## config.mk

```make
export PLATFORM = sky130hd
export DESIGN_NAME = sys_stim_bridge
export DESIGN_NICKNAME = d
export VERILOG_FILES = /design/src/rtl/sys_stim_pkg.sv /design/src/rtl/sys_stim_ser.sv /design/src/rtl/sys_stim_bridge.sv
export SDC_FILE = /design/constraint.sdc
export NUM_CORES = 1
export LEC_CHECK = 0
export ABC_CLOCK_PERIOD_IN_PS = 4470
export CORE_MARGIN = 5
export CORE_UTILIZATION = 30
export CTS_CLUSTER_DIAMETER = 100
export DETAILED_ROUTE_END_ITERATION = 6
export SYNTH_ARGS = -nofsm -noshare
export SYNTH_HDL_FRONTEND = slang
export SYNTH_SLANG_ARGS = --single-unit
```

## constraint.sdc

```tcl
create_clock -name clk -period 4.47 [get_ports clk]
set_clock_uncertainty 0.1 [all_clocks]
set_input_delay 0.894 -clock clk [delete_from_list [all_inputs] [get_ports clk]]
set_output_delay 0.894 -clock clk [all_outputs]
set_load 0.01 [all_outputs]
```

## src/rtl/sys_stim_pkg.sv

```systemverilog
// rtl/sys_stim_pkg.sv - shared op codes, FSM states and helpers for the stimulus bridge
package sys_stim_pkg;

    typedef enum logic [1:0] {
        OP_NOP   = 2'b00,
        OP_READ  = 2'b01,
        OP_WRITE = 2'b10,
        OP_RSVD  = 2'b11
    } op_e;

    typedef enum logic [2:0] {
        ST_IDLE  = 3'd0,
        ST_OP    = 3'd1,
        ST_ADR   = 3'd2,
        ST_DATA  = 3'd3,
        ST_ISSUE = 3'd4,
        ST_RWAIT = 3'd5,
        ST_TXOUT = 3'd6
    } state_e;

    function automatic int max_int(input int a, input int b);
        return (a > b) ? a : b;
    endfunction

endpackage

```

## src/rtl/sys_stim_ser.sv

```systemverilog
// rtl/sys_stim_ser.sv - read-response serializer: start bit then DW data bits MSB first
// Ports:
//   clk, rst_n        clock, asynchronous active-low reset
//   load, load_data   one-cycle load of the captured read word
//   tx                serial output, 0 when idle
//   done              high in the last data-bit cycle
module sys_stim_ser #(
    parameter int DW = 16
) (
    input  logic          clk,
    input  logic          rst_n,
    input  logic          load,
    input  logic [DW-1:0] load_data,
    output logic          tx,
    output logic          done
);

    localparam int SCW = $clog2(DW + 1);

    logic [DW-1:0]  shift_q;
    logic [SCW-1:0] cnt_q;
    logic           active_q;

    // cnt_q == 0 is the start-bit cycle; 1..DW are the data bits.
    always_ff @(posedge clk or negedge rst_n) begin
        if (!rst_n) begin
            shift_q  <= '0;
            cnt_q    <= '0;
            active_q <= 1'b0;
        end else if (load) begin
            shift_q  <= load_data;
            cnt_q    <= '0;
            active_q <= 1'b1;
        end else if (active_q) begin
            if (cnt_q == '0) begin
                cnt_q <= cnt_q + 1'b1;
            end else begin
                shift_q <= {shift_q[DW-2:0], 1'b0};
                if (cnt_q == SCW'(DW)) begin
                    cnt_q    <= '0;
                    active_q <= 1'b0;
                end else begin
                    cnt_q <= cnt_q + 1'b1;
                end
            end
        end
    end

    assign tx   = active_q & ((cnt_q == '0) | shift_q[DW-1]);
    assign done = active_q & (cnt_q == SCW'(DW));

endmodule

```

## src/rtl/sys_stim_bridge.sv

```systemverilog
// rtl/sys_stim_bridge.sv - serial command frame to array-bus read/write bridge
// Ports:
//   clk, rst_n                 clock, asynchronous active-low reset
//   rx                         serial command: 1, OP[1:0], ADR, DATA (writes only), MSB first
//   tx                         serial read response: 1 then DW bits MSB first
//   ren, ibus_radr, ibus_rdata read strobe, address, returned data
//   wen, ibus_wadr, ibus_wdata write strobe, address, data
//   busy                       high whenever the FSM is not idle
module sys_stim_bridge
    import sys_stim_pkg::*;
#(
    parameter int AW     = 16,
    parameter int DW     = 16,
    parameter int RD_LAT = 1
) (
    input  logic          clk,
    input  logic          rst_n,
    input  logic          rx,
    output logic          tx,
    output logic          ren,
    output logic [AW-1:0] ibus_radr,
    input  logic [DW-1:0] ibus_rdata,
    output logic          wen,
    output logic [AW-1:0] ibus_wadr,
    output logic [DW-1:0] ibus_wdata,
    output logic          busy
);

    // Wide enough for the longest frame field and for the read-wait count.
    localparam int CW = $clog2(max_int(max_int(AW, DW), RD_LAT) + 1);

    state_e         state_q;
    state_e         state_d;
    logic [CW-1:0]  cnt_q;
    logic [1:0]     op_q;
    logic [AW-1:0]  adr_sr;
    logic [DW-2:0]  data_sr;

    logic [1:0]     op_next;
    logic [AW-1:0]  adr_next;
    logic [DW-1:0]  data_next;

    logic           ser_load;
    logic           ser_tx;
    logic           ser_done;

    // Shift values including the bit on rx this cycle, so the final bit of a
    // field is usable in the same edge that leaves the state.
    assign op_next   = {op_q[0], rx};
    assign adr_next  = {adr_sr[AW-2:0], rx};
    assign data_next = {data_sr, rx};

    always_comb begin
        state_d = state_q;
        case (state_q)
            ST_IDLE: begin
                if (rx) state_d = ST_OP;
            end
            ST_OP: begin
                if (cnt_q == CW'(1)) begin
                    if (op_next == OP_READ || op_next == OP_WRITE) state_d = ST_ADR;
                    else                                           state_d = ST_IDLE;
                end
            end
            ST_ADR: begin
                if (cnt_q == CW'(AW - 1)) begin
                    state_d = (op_q == OP_WRITE) ? ST_DATA : ST_ISSUE;
                end
            end
            ST_DATA: begin
                if (cnt_q == CW'(DW - 1)) state_d = ST_ISSUE;
            end
            ST_ISSUE: begin
                state_d = (op_q == OP_READ) ? ST_RWAIT : ST_IDLE;
            end
            ST_RWAIT: begin
                if (cnt_q == CW'(RD_LAT - 1)) state_d = ST_TXOUT;
            end
            ST_TXOUT: begin
                if (ser_done) state_d = ST_IDLE;
            end
            default: state_d = ST_IDLE;
        endcase
    end

    always_ff @(posedge clk or negedge rst_n) begin
        if (!rst_n) begin
            state_q    <= ST_IDLE;
            cnt_q      <= '0;
            op_q       <= '0;
            adr_sr     <= '0;
            data_sr    <= '0;
            ibus_radr  <= '0;
            ibus_wadr  <= '0;
            ibus_wdata <= '0;
        end else begin
            state_q <= state_d;
            cnt_q   <= (state_d != state_q) ? '0 : cnt_q + 1'b1;
            case (state_q)
                ST_OP: begin
                    op_q <= op_next;
                end
                ST_ADR: begin
                    adr_sr <= adr_next;
                    if (state_d == ST_ISSUE) ibus_radr <= adr_next;
                end
                ST_DATA: begin
                    data_sr <= data_next[DW-2:0];
                    if (state_d == ST_ISSUE) begin
                        ibus_wadr  <= adr_sr;
                        ibus_wdata <= data_next;
                    end
                end
                default: ;
            endcase
        end
    end

    // Read data is captured by the serializer on the last wait cycle.
    assign ser_load = (state_q == ST_RWAIT) && (cnt_q == CW'(RD_LAT - 1));

    sys_stim_ser #(
        .DW (DW)
    ) u_ser (
        .clk       (clk),
        .rst_n     (rst_n),
        .load      (ser_load),
        .load_data (ibus_rdata),
        .tx        (ser_tx),
        .done      (ser_done)
    );

    assign wen  = (state_q == ST_ISSUE) && (op_q == OP_WRITE);
    assign ren  = (state_q == ST_ISSUE) && (op_q == OP_READ);
    assign busy = (state_q != ST_IDLE);
    assign tx   = (state_q == ST_TXOUT) & ser_tx;

endmodule
```

==> out/results.ini, run 1 <==
[outcome]
status=complete, no violations

[critical_path]
cpLargestDelayFamily=buffers and inverters
max_stage_delay_ps=640
worstSetupStartpointType=flip-flop
required_ps=3480
critPathCaptureType=output pin
cp.buffers_inverters=2
slowest_stage=sky130_fd_sc_hd__clkdlybuf4s50_1
worstPathArrival_ps=2850
critPathKind=reg -> out
critical_path_cell_by_cell=inv_1 -> ha_1 -> or4b_2 -> a2111oi_0 -> clkdlybuf4s50_1
critical_path_peak_fanout=4

[clocking]
ctsLongestPathBuffers=2
ctsRootBufferMaster=sky130_fd_sc_hd__clkbuf_16
post_cts_resized=0
post-cts-setup-buffers=0
cts_max_level=3
cts_hold_buffers=0
clk_latency_ps=340
number_of_clock_sinks=111
tritoncts=yes
clkSlewWorstSetupHoldPaths_ps=70
numCtsBuffers=9

[synth]
synth_async_reset_ratio_pct=100.0
synthTopCellsByCount=111 x sky130_fd_sc_hd__dfrtp_1, 82 x sky130_fd_sc_hd__mux2_2, 19 x sky130_fd_sc_hd__nand2_1
ys_seq_area_share_pct=58.68
synth_enable_flop_cells=0
postSynth.topFlopCell=sky130_fd_sc_hd__dfrtp_1
syn_avg_cell_area_sq_um=13.56
yosys.cell_count.top_type=sky130_fd_sc_hd__dfrtp_1
yosysTopAreaCellShare_pct=58.68
mappedNetlistArea_sq_um=4733
synth.yosys.warnings=0
synth.largest_area_cell=sky130_fd_sc_hd__dfrtp_1
synth_nets=375
synthCells=349
synth_seq_cells=111
synth.lib_cells_used.distinct=43
post_synth_main_area_contributors=sky130_fd_sc_hd__dfrtp_1 59%, sky130_fd_sc_hd__mux2_2 20%, sky130_fd_sc_hd__mux2i_1 3.2%

[layout]
area.growth.synth_to_final_pct=25.91
post_route_cells_drive_above_1_share_pct=26.54
multi_input_comb_area_sq_um=1842
antenna_cells=0
layout.area.seq_sq_um=2778
post-route-util_pct=38.07
n_fill_cell=1535
fin_nets=443

[sta]
post_route_fraction_of_the_period_consumed_by_the_critical_path_pct=86.04
setup_viol=0
totalNegativeSetupSlack_ps=0
transition_time_of_the_tightest_slew_check_pin_ps=1113
final-hold-violation-count=0
relSlewSlack_pct=25.81
fin_hold_ws_ps=384.2
rsz_0062_raised_after_global_routing=no
period_minus_slack_ps=3846
max_clock_freq_mhz=260.0
timing_max_transition_violations_final=0

[global_route]
grt_start_max_net_pins=81
global_route.overflow_total=0
first_global_vias=3126
number_of_antenna_violations_at_the_first_check_in_global_routing=0
global_route_wire_length_before_repair_microns=15950
total_track_usage_pct=10.92

[floorplanning]
floorplan.initialDensity_pct=30.23
chipHeight_microns=135.6
die_w_microns=135.6
core_box_area_sq_um=15660
floorplan.die_area_sq_um=18390
floorplan.rows=46
num_io_pins=71

[power_and_ir_drop]
p_per_area_nw_per_um2=440.4
report.power.total_w=0.002625
peakVddDrop_uv=207.9
power.static_leakage_nw=2.703

[routing]
wire_per_inst_microns=14.79
post-route-drc-count=0
finalWirelength_microns=9433
drtAntennaViolNets=0
dr.first_iter.drc_count=85
detailroute.via_count=2923
vias_per_cell=4.582
drt_pre_antenna_iters=4

[place]
gp_routability_congestion=0.7557
place.port_buffers=70
hpwl_microns=6242

[job]
max_cap_violations=0

[worst_hold_path]
hold_path_class=reg -> reg

[cell usage in the layout (no fill, tap or decap), types with 2 or more instances in the layout]
cell and instances:
sky130_fd_sc_hd__mux2i_1 15, sky130_fd_sc_hd__clkbuf_1 2, sky130_fd_sc_hd__inv_1 11, sky130_fd_sc_hd__o22ai_1 3, sky130_fd_sc_hd__xnor2_1 2, sky130_fd_sc_hd__ha_1 7
sky130_fd_sc_hd__and2_1 2, sky130_fd_sc_hd__a211oi_1 6, sky130_fd_sc_hd__nor2_1 7, sky130_fd_sc_hd__o21ai_0 16, sky130_fd_sc_hd__clkdlybuf4s50_1 69, sky130_fd_sc_hd__clkinvlp_4 2
sky130_fd_sc_hd__clkbuf_16 9, sky130_fd_sc_hd__nor2b_1 3, sky130_fd_sc_hd__a21oi_1 7, sky130_fd_sc_hd__nand2b_1 6, sky130_fd_sc_hd__mux2_2 82, sky130_fd_sc_hd__dfrtp_1 111
sky130_fd_sc_hd__nand2_1 19, sky130_fd_sc_hd__nor4b_4 2, sky130_fd_sc_hd__nand3b_1 4, sky130_fd_sc_hd__buf_4 5, sky130_fd_sc_hd__nand3_1 6, sky130_fd_sc_hd__nand4_1 2
sky130_fd_sc_hd__xor2_1 2, sky130_fd_sc_hd__or3b_2 2
[stage by stage]
step,setup slack [ps],cell area (sq um),cells
6_report,624.2,5959,638
2_1_floorplan,1532,4733,349
3_5_place_dp,996.6,5659,622
5_1_grt,434.5,5959,638
3_3_place_gp,993.8,5659,622
4_1_cts,604.8,5959,638
[registers in the layout, summed over array words and instances (netlist names)]
register,flops
u_ser.active_q,1
u_ser.shift_q,16
ibus_radr,16
state_q,3
ibus_wadr,16
data_sr,15
cnt_q,5
op_q,2
u_ser.cnt_q,5
adr_sr,16
ibus_wdata,16
[cells by family after synthesis]
family                   share of synthesized area, %
XOR/XNOR                                       0.7403
AND/OR/NAND/NOR                                 8.116
buffers and inverters                           2.564
flip-flops                                      58.68
AO/OA/AOI/OAI                                   5.366
adder cells (fa/ha/maj)                         1.850
multiplexers                                    22.68
[per-layer routing]
layer	global-route usage, %	vias up	wire length (microns)
met5	0	-	0
met4	3.807	0	121
met3	4.309	8	568
met2	17.20	57	4615
met1	13.68	1483	4128
li1	-	1375	-
[cell type report]
cell class / instances / area share (%)
repair buffers: 74 / 12.22
clock inverters: 4 / 0.9028
flip-flops and latches: 111 / 46.61
clock buffers: 12 / 4.136
well taps: 216 / 4.535
inverters: 11 / 0.6928
multi-input cells: 210 / 30.90
[report_power, final]
part / total [W] / internal, W / leakage [nW] / switching, W
clock network: 0.000807 / 0.000453 / 0.139 / 0.000354
logic: 0.000506 / 0.000293 / 1.14 / 0.000213
registers: 0.00131 / 0.00115 / 1.42 / 0.000160
total: 0.00262 / 0.00190 / 2.70 / 0.000727
[tightest hold or removal path, stage by stage (launching register included)]
cell	delay, ps
sky130_fd_sc_hd__dfrtp_1	340
sky130_fd_sc_hd__nand2_1	40
sky130_fd_sc_hd__o21ai_0	60
[final timing paths]
path / startpoint / end / slack [ps] / depth (start not counted)
min: u_ser.shift_q[7] / u_ser.shift_q[7] / 380 / 2
min in group asynchronous: rst_n / u_ser.shift_q[14] / 640 / 1
max: u_ser.cnt_q[0] / tx / 620 / 5
min reg2reg: u_ser.shift_q[7] / u_ser.shift_q[7] / 380 / 2
max in group asynchronous: rst_n / ibus_wdata[8] / 2810 / 2
max reg2reg: u_ser.cnt_q[0] / u_ser.shift_q[13] / 1710 / 5
No activity file was read; power rests on OpenSTA's default activity.
==> run 2: changes to the inputs <==
ABC_CLOCK_PERIOD_IN_PS = default   (was 4470)
==> results of run 2 <==
The final DEF is identical to that of run 1; final timing and power are the same.
==> run 3: changes to the inputs <==
HOLD_SLACK_MARGIN = 0.05   (was default)
==> results of run 3 <==
The final DEF is identical to that of run 1; final timing and power are the same.
